$ cat config.mk
export PLATFORM = sky130hd
export DESIGN_NAME = hazard_ctrl
export DESIGN_NICKNAME = d
export VERILOG_FILES = /design/src/rtl/hazard_ctrl.sv
export SDC_FILE = /design/constraint.sdc
export NUM_CORES = 1
export LEC_CHECK = 0
export BUFFER_PORTS_ARGS = -buffer_cell sky130_fd_sc_hd__buf_4
export CAP_MARGIN = 20
export CORE_ASPECT_RATIO = 0.9
export CORE_MARGIN = 4
export CORE_UTILIZATION = 43
export DETAILED_ROUTE_END_ITERATION = 8
export PLACE_DENSITY = 0.84
export SLEW_MARGIN = 10
export SYNTH_ARGS = -nofsm -noshare
export SYNTH_HDL_FRONTEND = slang
export SYNTH_SLANG_ARGS = --single-unit
$ cat constraint.sdc
create_clock -name clk_i -period 2.2 [get_ports clk_i]
set_input_delay 0.44 -clock clk_i [delete_from_list [all_inputs] [get_ports clk_i]]
set_output_delay 0.44 -clock clk_i [all_outputs]
set_load 0.005 [all_outputs]
$ cat src/rtl/hazard_ctrl.sv
`default_nettype none
// ============================================================================
//  Module      : hazard_ctrl
//  Description : Hazard control for a 5-stage pipeline. Drives the hold (EN)
//                and clear (CLR) inputs of the stage registers. Detects
//                load-use and branch-compare hazards, selects the bypass
//                paths, and tracks the multi-cycle mul/div unit with a small
//                FSM. While that FSM is busy, any instruction that depends on
//                mul/div is held in Decode.
//  Ports       : clk_i, clr_i               clock, synchronous active-high reset
//                rs/rt_{d,e}_i              source registers, Decode/Execute
//                write_reg_{e,m,w}_i        destination register per stage
//                reg_write_{e,m,w}_i        destination write enable per stage
//                mem_to_reg_{e,m}_i         stage holds a load
//                branch_d_i, jump_d_i,
//                pc_src_d_i                 control-flow redirect in Decode
//                md_start_e_i, md_use_d_i   mul/div issue / mul/div consumer
//                stall_f_o, stall_d_o       hold Fetch/Decode
//                flush_d_o, flush_e_o       clear Decode/Execute
//                fwd_a_d_o, fwd_b_d_o       Decode compare bypass from Memory
//                fwd_a_e_o, fwd_b_e_o       ALU operand select (00 RF, 01 WB, 10 MEM)
//                md_busy_o, md_done_o       mul/div in progress / result-ready pulse
//  Revision    : 1.0  initial release
// ============================================================================
module hazard_ctrl #(
   parameter int R      = 5,
   parameter int MD_LAT = 4
) (
   input  logic         clk_i,
   input  logic         clr_i,
   input  logic [R-1:0] rs_d_i,
   input  logic [R-1:0] rt_d_i,
   input  logic [R-1:0] rs_e_i,
   input  logic [R-1:0] rt_e_i,
   input  logic [R-1:0] write_reg_e_i,
   input  logic [R-1:0] write_reg_m_i,
   input  logic [R-1:0] write_reg_w_i,
   input  logic         reg_write_e_i,
   input  logic         reg_write_m_i,
   input  logic         reg_write_w_i,
   input  logic         mem_to_reg_e_i,
   input  logic         mem_to_reg_m_i,
   input  logic         branch_d_i,
   input  logic         jump_d_i,
   input  logic         pc_src_d_i,
   input  logic         md_start_e_i,
   input  logic         md_use_d_i,
   output logic         stall_f_o,
   output logic         stall_d_o,
   output logic         flush_d_o,
   output logic         flush_e_o,
   output logic         fwd_a_d_o,
   output logic         fwd_b_d_o,
   output logic [1:0]   fwd_a_e_o,
   output logic [1:0]   fwd_b_e_o,
   output logic         md_busy_o,
   output logic         md_done_o
);

   localparam int           CW      = (MD_LAT > 2) ? $clog2(MD_LAT) : 1;
   localparam logic [CW-1:0] C_RELOAD = CW'(MD_LAT - 1);
   localparam logic [CW-1:0] C_ONE    = CW'(1);

   typedef enum logic [1:0] {
      S_IDLE = 2'd0,
      S_BUSY = 2'd1,
      S_DONE = 2'd2
   } md_state_t;

   md_state_t     state_q;
   logic [CW-1:0] cnt_q;
   logic          busy_q;
   logic          done_q;

   // Register $0 is hard-wired to zero, so it never creates a dependence.
   logic w_m_valid, w_w_valid, w_e_valid;
   assign w_m_valid = reg_write_m_i & (write_reg_m_i != '0);
   assign w_w_valid = reg_write_w_i & (write_reg_w_i != '0);
   assign w_e_valid = reg_write_e_i & (write_reg_e_i != '0);

   logic [1:0] w_fwd_a_e, w_fwd_b_e;
   always_comb begin
      w_fwd_a_e = 2'b00;
      if (w_m_valid && write_reg_m_i == rs_e_i)      w_fwd_a_e = 2'b10;
      else if (w_w_valid && write_reg_w_i == rs_e_i) w_fwd_a_e = 2'b01;
      w_fwd_b_e = 2'b00;
      if (w_m_valid && write_reg_m_i == rt_e_i)      w_fwd_b_e = 2'b10;
      else if (w_w_valid && write_reg_w_i == rt_e_i) w_fwd_b_e = 2'b01;
   end

   logic w_lwstall, w_brstall, w_mdstall, w_stall;
   assign w_lwstall = mem_to_reg_e_i & (rt_e_i != '0) &
                      ((rt_e_i == rs_d_i) | (rt_e_i == rt_d_i));
   // A load in Memory cannot be bypassed into the Decode comparator yet.
   assign w_brstall = branch_d_i &
                      ((w_e_valid & ((write_reg_e_i == rs_d_i) | (write_reg_e_i == rt_d_i))) |
                       (mem_to_reg_m_i & (write_reg_m_i != '0) &
                        ((write_reg_m_i == rs_d_i) | (write_reg_m_i == rt_d_i))));
   // Issuing mul/div this cycle already blocks a consumer sitting in Decode.
   assign w_mdstall = md_use_d_i & (busy_q | md_start_e_i);
   assign w_stall   = w_lwstall | w_brstall | w_mdstall;

   // Every output is forced low while reset is asserted.
   assign stall_f_o = w_stall & ~clr_i;
   assign stall_d_o = w_stall & ~clr_i;
   assign flush_e_o = w_stall & ~clr_i;
   // A stalled redirect is dropped here and repeats when Decode is re-presented.
   assign flush_d_o = (pc_src_d_i | jump_d_i) & ~w_stall & ~clr_i;
   assign fwd_a_d_o = w_m_valid & (write_reg_m_i == rs_d_i) & ~clr_i;
   assign fwd_b_d_o = w_m_valid & (write_reg_m_i == rt_d_i) & ~clr_i;
   assign fwd_a_e_o = clr_i ? 2'b00 : w_fwd_a_e;
   assign fwd_b_e_o = clr_i ? 2'b00 : w_fwd_b_e;
   assign md_busy_o = busy_q & ~clr_i;
   assign md_done_o = done_q & ~clr_i;

   // busy_q/done_q mirror state_q == BUSY/DONE as registered outputs.
   always_ff @(posedge clk_i) begin
      if (clr_i) begin
         state_q <= S_IDLE;
         cnt_q   <= '0;
         busy_q  <= 1'b0;
         done_q  <= 1'b0;
      end else begin
         busy_q <= 1'b0;
         done_q <= 1'b0;
         case (state_q)
            S_IDLE: begin
               if (md_start_e_i) begin
                  state_q <= S_BUSY;
                  cnt_q   <= C_RELOAD;
                  busy_q  <= 1'b1;
               end
            end
            S_BUSY: begin
               if (md_start_e_i) begin
                  // Overlapping issue: abandon the old op silently and restart.
                  cnt_q  <= C_RELOAD;
                  busy_q <= 1'b1;
               end else if (cnt_q == C_ONE) begin
                  state_q <= S_DONE;
                  done_q  <= 1'b1;
               end else begin
                  cnt_q  <= cnt_q - C_ONE;
                  busy_q <= 1'b1;
               end
            end
            S_DONE: begin
               if (md_start_e_i) begin
                  state_q <= S_BUSY;
                  cnt_q   <= C_RELOAD;
                  busy_q  <= 1'b1;
               end else begin
                  state_q <= S_IDLE;
               end
            end
            default: begin
               state_q <= S_IDLE;
               cnt_q   <= '0;
            end
         endcase
      end
   end

endmodule
`default_nettype wire

==> results by stage <==
Floorplan:
- Pin placement for this block handled 59 I/O pins.
- The die area is 3140 sq um.
- The row count is 16.
- The horizontal die dimension is 58.6 microns.
- The starting utilization of the core area is 45.4%.
- After floorplanning, the core was sized to cover 2180 sq um.
- The vertical extent of the die is 53.5 microns.

Logic synthesis:
- The number of nets handed over by synthesis was 180.
- The xor/xnor share of the synthesized area is 44.2%.
- The number of instances in the synthesized netlist is 132.
- Of the post-synthesis cell area, the part taken by muxes is 0%.
- The number of flops mapped to enable cells by yosys is 0.
- The fraction of the mapped netlist area in compound gates is 10.1%.
- Yosys instantiated no cell more often than xor2_1.
- Counting instances in the post-synthesis netlist gives the leading cell types as 30 x xor2_1, 20 x xnor2_1, 9 x nor3_1, 7 x nand3_1.
- The leading register cell type out of synthesis is dfxtp_1.
- Summed over all instances, the cell type with the most area after synthesis is xor2_1.
- The sequential share of the synthesized area is 12.1%.
- After synthesis the netlist holds a flip-flop and latch count of 6.
- The combinational family with the most area after synthesis is XOR/XNOR gates.
- Yosys printed 0 warnings.
- The number of unique standard cell types used by synthesis is 31.
- After synthesis, the largest area contributor takes up 26.5% of total cell area.
- The fraction of registers with async set/reset is 0%.
- The synthesized netlist devotes 24.6% of its cell area to simple gates.
- By area the synthesized netlist is led by xor2_1 27%, xnor2_1 18%, dfxtp_1 12%.
- In this run the cell area of the synthesized design comes to 991 sq um.
- The adder and majority cell fraction of the synthesized area is 1.26%.
- Each instance of the synthesized netlist takes up on average 7.51 sq um.

CTS:
- The clock drives 6 sinks.
- The number of clock buffers added by TritonCTS is 3.
- In this run the deepest clock path goes through 2 buffers.
- The total number of H-tree levels is 1.
- The clock transition at the register clock pins on the worst setup and hold paths after CTS is 0.04 ns.
- The clock tree from TritonCTS is built.
- The clock reaches the later pin of the worst-skew pair after 0.24 ns.
- The buffer type at the clock tree root is clkbuf_4.

STA:
- The final max-slew violation count was 0.
- The maximum clock skew at final layout is 0.000698 ns.
- In the finished design, the share of the clock period the worst path needs comes to 98.5%.
- The number of endpoints failing setup at the final stage is 0.
- After layout, the minimum clock period comes to 2.17 ns.
- The final-layout setup total negative slack is 0 ns.
- The hold violation count in the final report is 0.
- The peak clock frequency supported by timing is 0.462 GHz.
- Setup repair after global routing left no endpoint under its margin.
- The worst pin sits at a relative slew slack of 77.1%.
- For the pin with the worst max-slew slack, the measured transition is 0.341 ns.

Power:
- The power after layout is 0.484 mW.
- Cell internal power was estimated by the tool at 0.319 mW.
- The highest ir drop seen on vdd is 0.000409 V.
- For this design the total switching power over the nets is 0.165 mW.
- Summed over all cells, the static leakage comes to 0.643 nW.
- The combinational power share is 53.7%.
- Power spread over the standard cell area amounts to 324 nW/um^2.
- The switching share of total power is 34.2%.
- The clock share of power is 21.1%.
- Of the total power, registers draw 25.2%.

Final layout:
- The area taken by multi-input logic gates is 833 sq um.
- The post-route netlist has 38.6% of its cells at a drive strength greater than 1.
- After routing the design area is 1490 sq um.
- The non-filler instance count after layout is 211.
- Counting the fill cells in the layout gives 161.
- The synthesis-to-finish area growth is 50.8%.
- The diode insertion count for antenna repair is 0.
- Cells fill 68.5% of the core in the end.
- Across the whole layout, storage elements account for 120 sq um.
- After the last flow step, the layout net total stands at 234.

Worst setup path:
- The delay contributed by the slowest stage of the critical path is 0.56 ns.
- The element type at the critical path start is an input pin.
- The worst setup path is captured at a primary output.
- Among the stages of the critical path, the cell type that occurs most often is buf_4.
- The critical path arrival is 1.73 ns.
- The cell at the slowest stage of the critical path is or4_1.
- The worst setup path is of the in2out kind.
- In this run the worst path has a maximum fanout of 3.
- Traced cell by cell, the critical path runs through buf_4 > or4_1 > o2111ai_2 > and4_1 > buf_4.
- The slack of the worst reg-to-reg path is 0.94 ns.
- The data required time of the critical path is 1.76 ns.

GRT:
- The via count of the first global-routing pass is 1208.
- The global-route usage over all layers is 21.0%.
- The first global-routing pass estimated 5.03 mm of wire.
- The initial antenna violation count is 0.
- The leftover overflow at the end of global routing is 0.
- Entering global routing, the biggest net connects 14 pins.

Route:
- The total via count in the routed design is 1103.
- The residual antenna-violating net count after detailed routing is 0.
- The number of DRC violations after detailed-routing iteration 0 is 13.
- The first detailed-routing pass took 4 iterations.
- The average via count per standard cell is 5.23.
- For this run, design rule violations remaining after detail routing come to 0.
- For this block, the routed nets add up to 3.16 mm of wire.
- In the final routed layout, each cell accounts on average for 15.0 microns.

Run status:
- The run finished with clean final reports.

Placement:
- Including well taps, the total number of placed cells is 205.
- The count of input and output buffers is 58.
- After detailed placement, the total cell area comes to 1400 sq um.
- The HPWL reported at the end of detailed placement is 2.68 mm.
- The weighted congestion reported at the end of routability-driven placement is 0.870.

Flow run:
- Max-cap violations in this run came to 0.

Worst hold path:
- The tightest min-delay check is of the reg2reg type.
-- registers in the layout (all words and copies together), names as in the netlist --
name	count
state_q	2
done_q	1
cnt_q	2
busy_q	1
-- logic make-up after synthesis --
group	after synthesis
AOI/OAI and AO/OA	15
adders and majority gates	1
buffers and inverters	15
and+or+nand+nor	45
DFF	6
xor gates and xnor gates	50
-- layout by cell type, fill, tap and decap left out, types with 2 or more instances in the layout --
| cell type | synthesis | routed |
|---|---|---|
| xor2_1 | 30 | 30 |
| nand2b_1 | 2 | 2 |
| nand3_1 | 7 | 7 |
| nand2_1 | 6 | 6 |
| nor3_1 | 9 | 7 |
| nor2_1 | 5 | 5 |
| dfxtp_1 | 6 | 6 |
| a211oi_1 | 3 | 3 |
| o21ai_0 | 3 | 3 |
| nor3_2 | 0 | 2 |
| inv_1 | 2 | 2 |
| clkbuf_4 | 0 | 3 |
| or4_1 | 5 | 4 |
| buf_4 | 2 | 60 |
| xnor2_1 | 20 | 20 |
| nor4_1 | 4 | 4 |
| nor2b_1 | 5 | 5 |
-- worst max-delay path, delay by kind of cell --
family	cells	cell delay (ns)
simple gates	2	0.79
compound gates	1	0.26
buf+inv	2	0.24
-- power by group through the flow --
stage,clock network [mW],registers [mW],logic [mW]
global placement,0,0.123,0.235
CTS,0.103,0.122,0.247
detailed placement,0,0.124,0.245
floorplan,0,0.123,0.133
global route,0.115,0.123,0.285
finish,0.102,0.122,0.260
-- final timing paths --
path | startpoint | to | cells after the start
max | write_reg_e_i[1] | flush_d_o | 5
min | cnt_q[1] | cnt_q[1] | 2
max reg2reg | cnt_q[1] | cnt_q[1] | 7
min reg2reg | cnt_q[1] | cnt_q[1] | 2
-- routing by layer --
metal  part of all wire [%]  vias to the layer above  global-route usage, %
li1                       -                      550                      -
met5                      0                        -                      0
met3                    7.0                        4                   4.80
met1                     38                      500                   22.5
met2                     53                       49                   40.9
met4                    1.1                        0                   6.79
-- stage by stage --
| step | worst slack (ns) | hold WS (ns) |
|---|---|---|
| after CTS | 0.0223 | 0.445 |
| after floorplan | 0.146 | 0.416 |
| after global placement | 0.0637 | 0.424 |
| after global routing | 0.00103 | 0.472 |
| after detailed placement | -0.0114 | 0.441 |
| final | 0.0334 | 0.440 |
-- layout make-up --
cell class	count	share of cell area [%]
clock buffers	3	1.51
inverters	2	0.503
multi-input cells	111	55.8
flip-flops and latches	6	8.04
well taps	27	2.26
repair buffers	62	31.9
-- timing repair --
| item | CTS | global route |
|---|---|---|
| gates resized for setup | 1 | 9 |
| pin swaps | 0 | 3 |
| hold buffers | 0 | 0 |
| endpoints found under the setup margin | 3 | 4 |
| buffers inserted | 0 | 3 |
Note: power is estimated with default switching activity, not from simulation.
